--- config.mk ---
export PLATFORM = sky130hd
export DESIGN_NAME = bitmap_index_encoder
export DESIGN_NICKNAME = d
export VERILOG_FILES = /design/src/rtl/bitmap_index_encoder.sv
export SDC_FILE = /design/constraint.sdc
export NUM_CORES = 1
export LEC_CHECK = 0
export CORE_UTILIZATION = 34
export DETAILED_ROUTE_END_ITERATION = 6
export GPL_ROUTABILITY_DRIVEN = 0
export SETUP_SLACK_MARGIN = 0.4
export SLEW_MARGIN = 5
export SYNTH_ARGS = -nofsm -noshare
export SYNTH_HDL_FRONTEND = slang
export SYNTH_SLANG_ARGS = --single-unit
--- constraint.sdc ---
create_clock -name clk -period 6.8 [get_ports clk]
set_clock_uncertainty 0.15 [all_clocks]
set_input_delay 1.36 -clock clk [delete_from_list [all_inputs] [get_ports clk]]
set_output_delay 1.36 -clock clk [all_outputs]
set_load 0.02 [all_outputs]
--- src/rtl/bitmap_index_encoder.sv ---
// Bitmap index encoder: accepts an N-bit bitmap and streams out the index of
// every set bit, lowest first, one per cycle over a valid/ready handshake.
// An all-zero bitmap produces a single empty_pulse instead of any indices.
module bitmap_index_encoder #(
   parameter int N = 16,
   localparam int W = $clog2(N)
) (
   input  logic         clk,
   input  logic         rst_n,
   input  logic         clear,
   input  logic         load_valid,
   output logic         load_ready,
   input  logic [N-1:0] load_bits,
   output logic         out_valid,
   input  logic         out_ready,
   output logic [W-1:0] out_index,
   output logic         out_last,
   output logic         empty_pulse,
   output logic         busy
);

   typedef enum logic [1:0] {
      IDLE  = 2'd0,
      EMIT  = 2'd1,
      EMPTY = 2'd2
   } state_t;

   state_t         state_q, state_d;
   logic [N-1:0]   pending_q, pending_d;
   logic [N-1:0]   pending_minus_one;
   logic [W-1:0]   lowest_index;
   logic           single_bit;

   // Find the lowest set bit of the pending bitmap (0 when nothing is pending).
   always_comb begin
      lowest_index = '0;
      for (int i = N - 1; i >= 0; i--) begin
         if (pending_q[i]) begin
            lowest_index = W'(i);
         end
      end
   end

   assign pending_minus_one = pending_q - N'(1);
   assign single_bit        = ((pending_q & pending_minus_one) == '0);

   // Every output is decoded from registered state only, so nothing on the
   // load or consumer side can ripple combinationally to the outputs.
   always_comb begin
      load_ready  = (state_q == IDLE);
      out_valid   = (state_q == EMIT);
      busy        = (state_q != IDLE);
      empty_pulse = (state_q == EMPTY);
      out_index   = lowest_index;
      out_last    = (state_q == EMIT) && single_bit;
   end

   // Next-state logic; clear overrides any load or handshake in the same cycle.
   always_comb begin
      state_d   = state_q;
      pending_d = pending_q;
      if (clear) begin
         state_d   = IDLE;
         pending_d = '0;
      end else begin
         unique case (state_q)
            IDLE: begin
               if (load_valid) begin
                  pending_d = load_bits;
                  state_d   = (load_bits != '0) ? EMIT : EMPTY;
               end
            end
            EMPTY: begin
               state_d = IDLE;
            end
            EMIT: begin
               if (out_ready) begin
                  pending_d = pending_q & pending_minus_one;
                  if (single_bit) begin
                     state_d = IDLE;
                  end
               end
            end
            default: begin
               state_d   = IDLE;
               pending_d = '0;
            end
         endcase
      end
   end

   // State and pending-bitmap registers.
   always_ff @(posedge clk or negedge rst_n) begin
      if (!rst_n) begin
         state_q   <= IDLE;
         pending_q <= '0;
      end else begin
         state_q   <= state_d;
         pending_q <= pending_d;
      end
   end

endmodule

# == Word level (Yosys, flattened, before mapping) ==
# Index checks and enable logic that the tools add are counted.
# classes
n_addsub,1
n_eq_ne,6
mux,26
bitwise,1
reduce_logical,7
# op_table
op,count
$mux 4,16
$mux 16,3
$pmux 16 s3,1
$and 16x16->16,1
$logic_not 16->1,1
$reduce_bool 16->1,1
$sub 16x1->16 const B,1
$mux 2,5
$ne 3x2->1 const B,2
$reduce_and 3->1,2
$pmux 2 s2,1
$ne 3x3->1 const B,1
$eq 2x1->1 const B,1
$eq 2x2->1 const B,1
$logic_not 2->1,1
$ne 2x2->1 const B,1
$reduce_bool 2->1,1
$logic_and 1x1->1,1
# totals
regBits,18
input_bits,21
out_inout_bits,9
word_cells,43

# == Depth between registers and ports, before layout ==
# logic_depth
depth_word,16
mapped_depth,7
depth_no_buf,6

# == Worst setup path after synthesis ==
# No wires, ideal clock.
# synth_path
path_kind,reg-to-output
from,register pending_q[2]
to,output out_last
t_arrival_ns,1.973
required_ns,5.290
setup_slack_ns,3.317
path_stages_with_launch,8
n_path_buf,1
path_cell_list,dfrtp_1 buf_6 nor4_4 nand3b_1 a221o_1 nor4_2 nand3_1 nor2_1
# synth_via
elab_chain_len,4
# synth_lines
element,line_no,text
from (decl),29,"logic [N-1:0] pending_q, pending_d;"
from (signal assigned),99,pending_q <= pending_d;
$sub 16x1->16,44,assign pending_minus_one = pending_q - N'(1);
$and 16x16->16 *,45,assign single_bit = ((pending_q & pending_minus_one) == '0);
$logic_not 16->1 *,45,
$logic_and 1x1->1 *,55,out_last = (state_q == EMIT) && single_bit;
to (decl),17,"output logic out_last,"
# Every way passes the cells marked *; elsewhere a longest branch is shown, timed or not.

# == Worst setup path in the final report ==
# Ends and elaborated chain as after synthesis.

==> impl_metrics.toml <==
[global_routing]
grt_pass1_wl_um = 5990
antenna_found_initial = 0
first_global_vias = 1244
grt_usage_pct = 19.1
grt_start_max_net_pins = 19
grt_overflow = 0

[clocking]
clock_insertion_delay_worst_skew_ns = 0.25
cts.sinks = 18
cts.clk_slew.worst_paths_ns = 0.07
postCtsHoldBufs = 0
cts_tree = "built"
clock-root-buffer = "clkbuf_8"
htreeDepth = 1
cts_resized = 0
post_cts_buffers = 0
cts_buffers = 3
clock_path_buffers = 2

[sta]
period_needed_ns = 4.36
final-hold-violation-count = 0
rsz0062_at_grt = "no"
setup_viol = 0
finalMaxSlewViolations = 0
finalCritPeriodShare_pct = 64.2
fmax_mhz = 229
relSlewSlack_pct = 43.8
worst_pin_slew_ns = 0.840
setup_tns_ns = 0

[layout]
fillers = 345
final_common_cell = "clkdlybuf4s50_1"
layout.nets = 195
antenna_cells = 0
fin_util_pct = 47.1
final_area_sq_um = 1630
drive_gt1_share_pct = 8.72
mostFrequentLayoutCells = "clkdlybuf4s50_1 (29), o21ai_0 (20), dfrtp_1 (18), nor2_1 (16), a22o_1 (12)"
area_growth_pct = 27.4

[critical_path]
required_ns = 5.29
critPathCaptureType = "primary output"
critical_path.startpoint_type = "flip-flop"
worstPathArrival_ns = 2.85
cpLargestDelayFamily = "simple AND/OR/NAND/NOR gates"
cpPeakStageDelay_ns = 0.61
critPathSlowestCell = "clkdlybuf4s50_1"
crit_path_max_fanout = 9
crit_path_cell_trace = "nor4_4 -> nand3_2 -> o32a_1 -> nor4_2 -> nand3_1 -> nor2_1 -> clkdlybuf4s50_1"
critical_path_buf_inv_count = 1
worstSetupPathType = "reg -> out"

[yosys]
yosysWarnings = 0
synthesis.area_per_instance_sq_um = 8.54
synth-seq-cells = 18
synth-async-reset-ratio_pct = 100
synth_ff_type = "dfrtp_1"
yosysUniqueCellTypes = 43
seq_area_frac_synth_pct = 35.2
syn-num-nets = 171
synth_area_leaders = "dfrtp_1 (35%), a22o_1 (8.2%), o21ai_0 (7.8%)"
yosysTopAreaCell = "dfrtp_1"
netlist_area_sq_um = 1280
synth_edf_count = 0
postSynthCellCount = 150
yosysTopAreaCellShare_pct = 35.2

[floorplan]
start_util_pct = 36.9
core-area_sq_um = 3470
fp.dieH_um = 63.4
num_io_pins = 30
die_area_sq_um = 4020
die_w_um = 63.4
rows = 21

[place]
port_buffers = 29
dp_hpwl_um = 2550
dpl_cell_area_sq_um = 1590

[power_and_ir_drop]
power_leakage_nw = 0.678
p_switching_uw = 136
pwr-share-clk_pct = 20.6
irDropWorstVdd_mv = 0.0767
combPwrFrac_pct = 41.4
sequentialPowerShare_pct = 38.1
power.internal_uw = 230
switching_share_pct = 37.2
powerDensity_nw_per_um2 = 224

[status]
run_status = "finished clean"

[worst_hold_path]
hp-class = "reg -> reg"

[detailed_routing]
first_pass_iters = 4
final_antenna_net_count = 0
wl_per_cell_um = 16.2
drt_iter0_drc = 104
vias = 1274
drc_errors = 0
viasPerCell = 5.84
wl_um = 3540

[job]
drv_cap = 0
-- power groups by stage --
stage	Combinational [mW]	Clock [mW]	Sequential, mW
3_3_place_gp	0.150	0	0.140
4_1_cts	0.151	0.0768	0.139
3_5_place_dp	0.150	0	0.140
5_1_grt	0.166	0.0827	0.142
6_report	0.151	0.0752	0.139
2_1_floorplan	0.107	0	0.128
-- worst paths after layout --
kind,depth (start not counted),from,slack [ns],end
worst max-delay path,7,pending_q[2],2.44,out_last
worst min-delay path,1,pending_q[11],0.46,pending_q[11]
worst max register to register,6,pending_q[2],4.46,state_q[0]
worst min register to register,1,pending_q[11],0.46,pending_q[11]
max in group asynchronous,1,rst_n,4.54,pending_q[14]
min in group asynchronous,1,rst_n,1.43,pending_q[4]
-- Yosys cell counts (2+ instances only) --
cell type,count
inv_1,10
nor4_2,3
nand3_1,2
o31a_2,2
o21ai_0,20
a221o_1,2
nor2_1,16
a21oi_1,5
clkbuf_1,8
nor4_1,6
dfrtp_1,18
nor4_4,2
nor2b_1,3
nand2b_1,2
maj3_1,2
nor3_1,5
o22ai_1,2
a22o_1,12
nand2_1,6
-- sequential cells by signal, summed over array words and instances, names as in the netlist --
register   cells
state_q        2
pending_q     16
-- final cells by class --
class | instances | area, sq um | share of cell area [%]
multi-input cells | 111 | 748 | 45.8
clock buffers | 3 | 41.3 | 2.53
repair buffers | 30 | 298 | 18.2
flip-flops and latches | 18 | 450 | 27.6
well taps | 46 | 57.6 | 3.52
inverters | 10 | 37.5 | 2.30
-- cells by family (layout without fill, tap and decap cells) --
group           after synthesis  count (layout)  share of synthesized area [%]
simple gates                 54              54                           26.4
flops                        18              18                           35.2
fa+ha+maj                     2               2                           1.56
compound gates               54              54                           29.1
buf+inv                      21              43                           6.93
mux                           1               1                          0.879
-- per-layer routing --
| metal | routed length, um | vias up | track usage (%) |
|---|---|---|---|
| li1 | - | 606 | - |
| met1 | 1600 | 608 | 25.7 |
| met2 | 1650 | 52 | 29.3 |
| met3 | 213 | 8 | 2.54 |
| met4 | 82 | 0 | 10.5 |
| met5 | 0 | - | 0 |
-- metrics by stage --
stage	worst slack [ns]	std cells	hold WS (ns)	total power [mW]
floorplan	3.32	150	0.390	0.235
global placement	2.81	215	0.449	0.289
detailed placement	2.75	215	0.445	0.290
CTS	2.46	218	0.461	0.367
global route	2.29	218	0.495	0.391
finish	2.44	218	0.460	0.366
(Power assumes the default switching activity.)
